`config.mk`:
```
export PLATFORM = sky130hd
export DESIGN_NAME = lsu_align
export DESIGN_NICKNAME = d
export VERILOG_FILES = /design/src/rtl/lsu_align.sv
export SDC_FILE = /design/constraint.sdc
export NUM_CORES = 1
export LEC_CHECK = 0
export ABC_AREA = 1
export BUFFER_PORTS_ARGS = -buffer_cell sky130_fd_sc_hd__buf_4
export CAP_MARGIN = 40
export CORE_MARGIN = 3
export CORE_UTILIZATION = 45
export CTS_CLUSTER_DIAMETER = 30
export DETAILED_ROUTE_END_ITERATION = 8
export GPL_TIMING_DRIVEN = 0
export PLACE_DENSITY = 0.75
export SETUP_SLACK_MARGIN = 0.05
export SYNTH_ARGS = -nofsm -noshare
export SYNTH_HDL_FRONTEND = slang
export SYNTH_SLANG_ARGS = --single-unit
```
`constraint.sdc`:
```
create_clock -name i_clk -period 3.28 [get_ports i_clk]
set_input_delay 0.492 -clock i_clk [delete_from_list [all_inputs] [get_ports i_clk]]
set_output_delay 0.492 -clock i_clk [all_outputs]
set_load 0.02 [all_outputs]
```
`src/rtl/lsu_align.sv`:
```
// lsu_align: load/store alignment unit between the MEM stage and data memory.
//
// Turns a RISC-V load/store request (funct3, byte address, store data) into
// data-memory controls and extracts/extends load data. Misaligned accesses are
// either split into sequential single-byte accesses (MISALIGN_EN=1, pipeline
// stalled until the last byte) or rejected with o_misalign (MISALIGN_EN=0).
//
// Ports:
//   i_clk, i_rstn        clock, asynchronous active-low reset
//   i_req_valid/we       request present / 1 = store
//   i_req_funct3         000 b, 001 h, 010 w, 100 bu, 101 hu (others = w)
//   i_req_addr/wdata/pc  byte address, unshifted store data, instruction pc
//   i_dm_rd              data-memory read word (combinational on o_dm_a)
//   o_dm_we/amp/a/wd/pc  data-memory write enable, byte mask, address, data, pc
//   o_ld_data            extended load result, valid when o_stall=0
//   o_stall              hold the MEM-stage request stable
//   o_misalign           misaligned request rejected (MISALIGN_EN=0 only)
module lsu_align #(
    parameter int unsigned XLEN        = 32,
    parameter int unsigned ADDR_SIZE   = 32,
    parameter bit          MISALIGN_EN = 1'b1
) (
    input  logic                 i_clk,
    input  logic                 i_rstn,
    input  logic                 i_req_valid,
    input  logic                 i_req_we,
    input  logic [2:0]           i_req_funct3,
    input  logic [ADDR_SIZE-1:0] i_req_addr,
    input  logic [XLEN-1:0]      i_req_wdata,
    input  logic [ADDR_SIZE-1:0] i_req_pc,
    input  logic [XLEN-1:0]      i_dm_rd,
    output logic                 o_dm_we,
    output logic [3:0]           o_dm_amp,
    output logic [ADDR_SIZE-1:0] o_dm_a,
    output logic [XLEN-1:0]      o_dm_wd,
    output logic [ADDR_SIZE-1:0] o_dm_pc,
    output logic [XLEN-1:0]      o_ld_data,
    output logic                 o_stall,
    output logic                 o_misalign
);

    typedef enum logic [0:0] {StIdle, StSplit} state_e;

    state_e                r_state, w_state_d;
    logic [1:0]            r_cnt, w_cnt_d;
    logic [ADDR_SIZE-1:0]  r_addr, r_pc;
    logic [XLEN-1:0]       r_wdata;
    logic [2:0]            r_funct3;
    logic                  r_we;
    logic [XLEN-1:0]       r_ld_buf, w_ld_buf_d;
    logic                  w_latch;

    logic [1:0]            w_req_last;
    logic [1:0]            w_r_last;
    logic                  w_req_mis;
    logic [XLEN-1:0]       w_req_rd;
    logic [ADDR_SIZE-1:0]  w_split_a;
    logic [7:0]            w_req_byte;
    logic [7:0]            w_split_byte;
    logic [XLEN-1:0]       w_asm;

    // Index of the last byte of the access: 0 (b), 1 (h), 3 (w).
    function automatic logic [1:0] last_idx(input logic [2:0] f3);
        case (f3[1:0])
            2'b00:   return 2'd0;
            2'b01:   return 2'd1;
            default: return 2'd3;
        endcase
    endfunction

    // Sign- or zero-extend the low byte/half of v; funct3[2] selects zero-extend.
    function automatic logic [XLEN-1:0] extend(input logic [2:0] f3, input logic [1:0] last,
                                               input logic [XLEN-1:0] v);
        case (last)
            2'd0:    return f3[2] ? {{(XLEN-8){1'b0}}, v[7:0]} : {{(XLEN-8){v[7]}}, v[7:0]};
            2'd1:    return f3[2] ? {{(XLEN-16){1'b0}}, v[15:0]} : {{(XLEN-16){v[15]}}, v[15:0]};
            default: return v;
        endcase
    endfunction

    assign w_req_last   = last_idx(i_req_funct3);
    assign w_r_last     = last_idx(r_funct3);
    assign w_req_mis    = ((w_req_last == 2'd1) && i_req_addr[0]) ||
                          ((w_req_last == 2'd3) && (i_req_addr[1:0] != 2'b00));
    // For aligned accesses this places the addressed byte/half in the low bits.
    assign w_req_rd     = i_dm_rd >> {i_req_addr[1:0], 3'b000};
    assign w_req_byte   = w_req_rd[7:0];
    assign w_split_a    = r_addr + {{(ADDR_SIZE-2){1'b0}}, r_cnt};
    assign w_split_byte = 8'(i_dm_rd >> {w_split_a[1:0], 3'b000});

    always_ff @(posedge i_clk or negedge i_rstn) begin
        if (!i_rstn) begin
            r_state  <= StIdle;
            r_cnt    <= 2'd0;
            r_addr   <= '0;
            r_pc     <= '0;
            r_wdata  <= '0;
            r_funct3 <= 3'b000;
            r_we     <= 1'b0;
            r_ld_buf <= '0;
        end else begin
            r_state  <= w_state_d;
            r_cnt    <= w_cnt_d;
            r_ld_buf <= w_ld_buf_d;
            if (w_latch) begin
                r_addr   <= i_req_addr;
                r_pc     <= i_req_pc;
                r_wdata  <= i_req_wdata;
                r_funct3 <= i_req_funct3;
                r_we     <= i_req_we;
            end
        end
    end

    always_comb begin
        w_state_d  = r_state;
        w_cnt_d    = r_cnt;
        w_ld_buf_d = r_ld_buf;
        w_latch    = 1'b0;
        w_asm      = r_ld_buf;
        o_dm_we    = 1'b0;
        o_dm_amp   = 4'b0000;
        o_dm_a     = i_req_addr;
        o_dm_wd    = i_req_wdata;
        o_dm_pc    = i_req_pc;
        o_ld_data  = '0;
        o_stall    = 1'b0;
        o_misalign = 1'b0;

        unique case (r_state)
            StIdle: begin
                if (i_req_valid) begin
                    if (!w_req_mis) begin
                        o_dm_we = i_req_we;
                        unique case (w_req_last)
                            2'd0:    o_dm_amp = 4'b0001 << i_req_addr[1:0];
                            2'd1:    o_dm_amp = i_req_addr[1] ? 4'b1100 : 4'b0011;
                            default: o_dm_amp = 4'b1111;
                        endcase
                        o_ld_data = extend(i_req_funct3, w_req_last, w_req_rd);
                    end else if (MISALIGN_EN) begin
                        // Byte 0 goes straight from the request; the rest from latches.
                        o_dm_we          = i_req_we;
                        o_dm_amp         = 4'b0001 << i_req_addr[1:0];
                        o_stall          = 1'b1;
                        w_latch          = 1'b1;
                        w_ld_buf_d[7:0]  = w_req_byte;
                        w_cnt_d          = 2'd1;
                        w_state_d        = StSplit;
                    end else begin
                        o_misalign = 1'b1;
                    end
                end
            end
            StSplit: begin
                o_dm_a   = w_split_a;
                o_dm_pc  = r_pc;
                o_dm_we  = r_we;
                o_dm_wd  = r_wdata >> {r_cnt, 3'b000};
                o_dm_amp = 4'b0001 << w_split_a[1:0];
                w_asm[{r_cnt, 3'b000} +: 8] = w_split_byte;
                w_ld_buf_d = w_asm;
                if (r_cnt == w_r_last) begin
                    o_ld_data = extend(r_funct3, w_r_last, w_asm);
                    w_cnt_d   = 2'd0;
                    w_state_d = StIdle;
                end else begin
                    o_stall = 1'b1;
                    w_cnt_d = r_cnt + 2'd1;
                end
            end
            default: w_state_d = StIdle;
        endcase

        // Reset must silence the memory and release the pipeline immediately.
        if (!i_rstn) begin
            o_dm_we    = 1'b0;
            o_dm_amp   = 4'b0000;
            o_stall    = 1'b0;
            o_ld_data  = '0;
            o_misalign = 1'b0;
        end
    end

endmodule

```
==> out/qor.txt <==
Clock Skew: 11.1 ps
Crit path DAT: 2930 ps
Syn Nets: 1,668
Status: finished with violations
Std cell rows: 53
Worst EP required: 2790 ps
Critical Path Source Type: flop
Yosys warning count: 0
Seq cells post-synth: 135
Pin count of the biggest net entering global routing: 78
R2R Path End: r_ld_buf[8]$_DFFE_PN0P_
Cell variety after synth: 43
Worst setup path endpoint: o_ld_data[13]
DRC viols: 0
Vias in the first global route: 11,300
Failing checks: setup timing
DP HPWL: 31,700 microns
Crit path kind: reg -> out
RSZ-0062 raised after global routing: yes
Hold slack: 22.6 ps
CTS Root Cell: clkbuf_16
Setup slack after layout: -144 ps
Gr usage total: 33.8%
Syn_area_per_cell: 6.40 sq um
Die area: 23,500 sq um
Die height: 153 microns
Antenna cells: 0
Mapped Cells: 1,525
Routed vias/inst: 5.60
CTS tree: yes
DRT iter0 DRCs: 1,237
Final setup viols: 26
Post-Syn Area: 9760 sq um
Total CTS buffers: 17
Sequential area share after synthesis: 34.6%
Clock sink count: 135
Number of max-cap violations: 0
Commonest non-fill, non-tap cell in the layout: nand2_1
DR WL/cell: 19.4 microns
Tmin final: 3420 ps
Flop2flop setup slack: 810 ps
CP max FO: 5
# port buffers: 268
Initial antenna violation count: 0
Global-route wire length before repair: 63,500 microns
LEAKAGE: 6.66 nW
Finished Core Util: 64.0%
Hold buffer count at CTS: 0
Total number of H-tree levels: 4
Setup crit start: r_cnt[0]$_DFFE_PN0P_
Max Freq: 292 MHz
Slew HR: 46.5%
IO Pins: 270
Fin crit share: 104%
Routability Congestion: 1.02
Total grt overflow: 0
Clk Latency, worst-skew pair: 430 ps
Chip width: 153 microns
CTS clk-pin slew, worst paths: 70 ps
Crit end category: primary output
Hold Violations, Final: 0
Pre-Repair DR Iteration Count: 7
Maximum clock path buffer count: 2
Worst hold-check path type: in -> async
Post-Route WL: 41,400 microns
Core Region: 21,200 sq um
Antenna viol nets, final: 0
Reg2reg start: r_cnt[0]$_DFFE_PN0P_
Slew Viols, Final: 0
Starting Density: 46.2%
Share of post-route cells with drive strength above 1: 26.4%
Worst-case reg-to-reg path depth: 12
Dpl cell area: 12,200 sq um
Nets: 1,988
Post-route cell area: 13,500 sq um
Fillers: 1,937
Worst slew pin tran: 802 ps
Total number of vias: 12,000
Pwr dens: 1060 nW/um^2
Most frequent cells in the layout: nand2_1, buf_4, o21ai_0, inv_1, dfrtp_1
Peak supply drop: 590 uV
Area Growth Syn to Fin: 38.7%
cell families after synthesis:
family	count (synthesis)	share of synthesized area, %
xor gates and xnor gates	13	1.17
adders and majority gates	8	1.10
DFF	135	34.6
other	1	0.0384
AOI/OAI and AO/OA	350	19.5
and+or+nand+nor	772	33.1
buffers and inverters	246	10.5
worst max-delay path, stage by stage (launching register included):
cell and delay [ps]:
dfrtp_2 460, ha_4 180, fa_2 620, buf_6 170, buf_4 120, nand3_4 70
nand2_4 110, nand4_1 110, o21ai_1 130, nand2_1 150, a21oi_2 200, buf_4 160
Yosys cell counts (all sizes together):
master | count | area, sq um
buf | 53 | 297
o2111ai | 1 | 8.76
a21oi | 76 | 395
nand2 | 518 | 1980
fa | 1 | 20.0
conb | 1 | 3.75
ha | 7 | 87.6
clkinv | 5 | 18.8
o221ai | 16 | 140
nand3b | 5 | 37.5
a21boi | 1 | 7.51
nor3 | 16 | 96.4
nor2 | 110 | 438
nand3 | 97 | 515
dfrtp | 135 | 3380
nand4 | 23 | 144
xor2 | 9 | 78.8
xnor2 | 4 | 35.0
o21ai | 214 | 1070
clkbuf | 37 | 139
inv | 151 | 567
o211ai | 14 | 105
a31oi | 5 | 31.3
o22ai | 19 | 119
and2 | 1 | 6.26
o21a | 4 | 30.0
nor4 | 1 | 6.26
or2 | 1 | 6.26
per-layer routing:
metal / vias to the layer above / share of wire [%] / track usage (%)
li1: 5618 / - / -
met1: 5522 / 41 / 45.2
met2: 728 / 47 / 55.2
met3: 85 / 9.7 / 6.74
met4: 0 / 2.6 / 11.1
met5: - / 0 / 0
state kept, by name, indices dropped and copies added, names as in the netlist:
signal,flops
r_wdata,32
r_ld_buf,32
r_we,1
r_pc,32
r_funct3,3
r_cnt,2
r_addr,32
r_state,1
report_power, final:
group	total [mW]	internal [mW]	switching, mW
Combinational	9.33	3.34	5.98
Clock	1.95	1.08	0.875
Sequential	3.03	2.43	0.597
repair_timing:
| item | CTS | global route |
|---|---|---|
| endpoints found under the hold margin | 0 | 0 |
| gates resized for setup | 92 | 49 |
| pin swaps | 26 | 24 |
| endpoints found under the setup margin | 42 | 41 |
| setup buffers | 17 | 13 |
| cloned | 2 | 0 |
final cells by class:
type | instances | area [sq um] | share of cell area [%]
Inverter | 156 | 598 | 4.41
Buffer | 90 | 469 | 3.46
Clock inverter | 15 | 160 | 1.18
Multi-Input combinational cell | 1144 | 5790 | 42.7
Sequential cell | 135 | 3380 | 25.0
Timing Repair Buffer | 301 | 2380 | 17.6
Tap cell | 275 | 344 | 2.54
Clock buffer | 17 | 425 | 3.14
per-stage QoR:
stage	total power, mW	setup TNS [ps]	instances	setup slack [ps]
finish	14.3	-2360	2133	-144
global route	15.1	-4630	2133	-260
CTS	13.7	-1790	2120	-117
detailed placement	10.7	-7750	2069	-365
global placement	10.6	-11290	2068	-380
floorplan	7.59	0	1525	320
worst min-delay path by stage:
| stage | to | slack [ps] | cells past startpoint |
|---|---|---|---|
| floorplan | r_addr[0]$_DFFE_PN0P_ | 200 | 0 |
| global placement | r_wdata[4]$_DFFE_PN0P_ | 460 | 2 |
| detailed placement | r_wdata[5]$_DFFE_PN0P_ | 470 | 2 |
| CTS | r_pc[7]$_DFFE_PN0P_ | 50 | 1 |
| global route | r_pc[7]$_DFFE_PN0P_ | 70 | 1 |
| finish | r_pc[7]$_DFFE_PN0P_ | 20 | 1 |
Note: power is estimated with default switching activity, not from simulation.
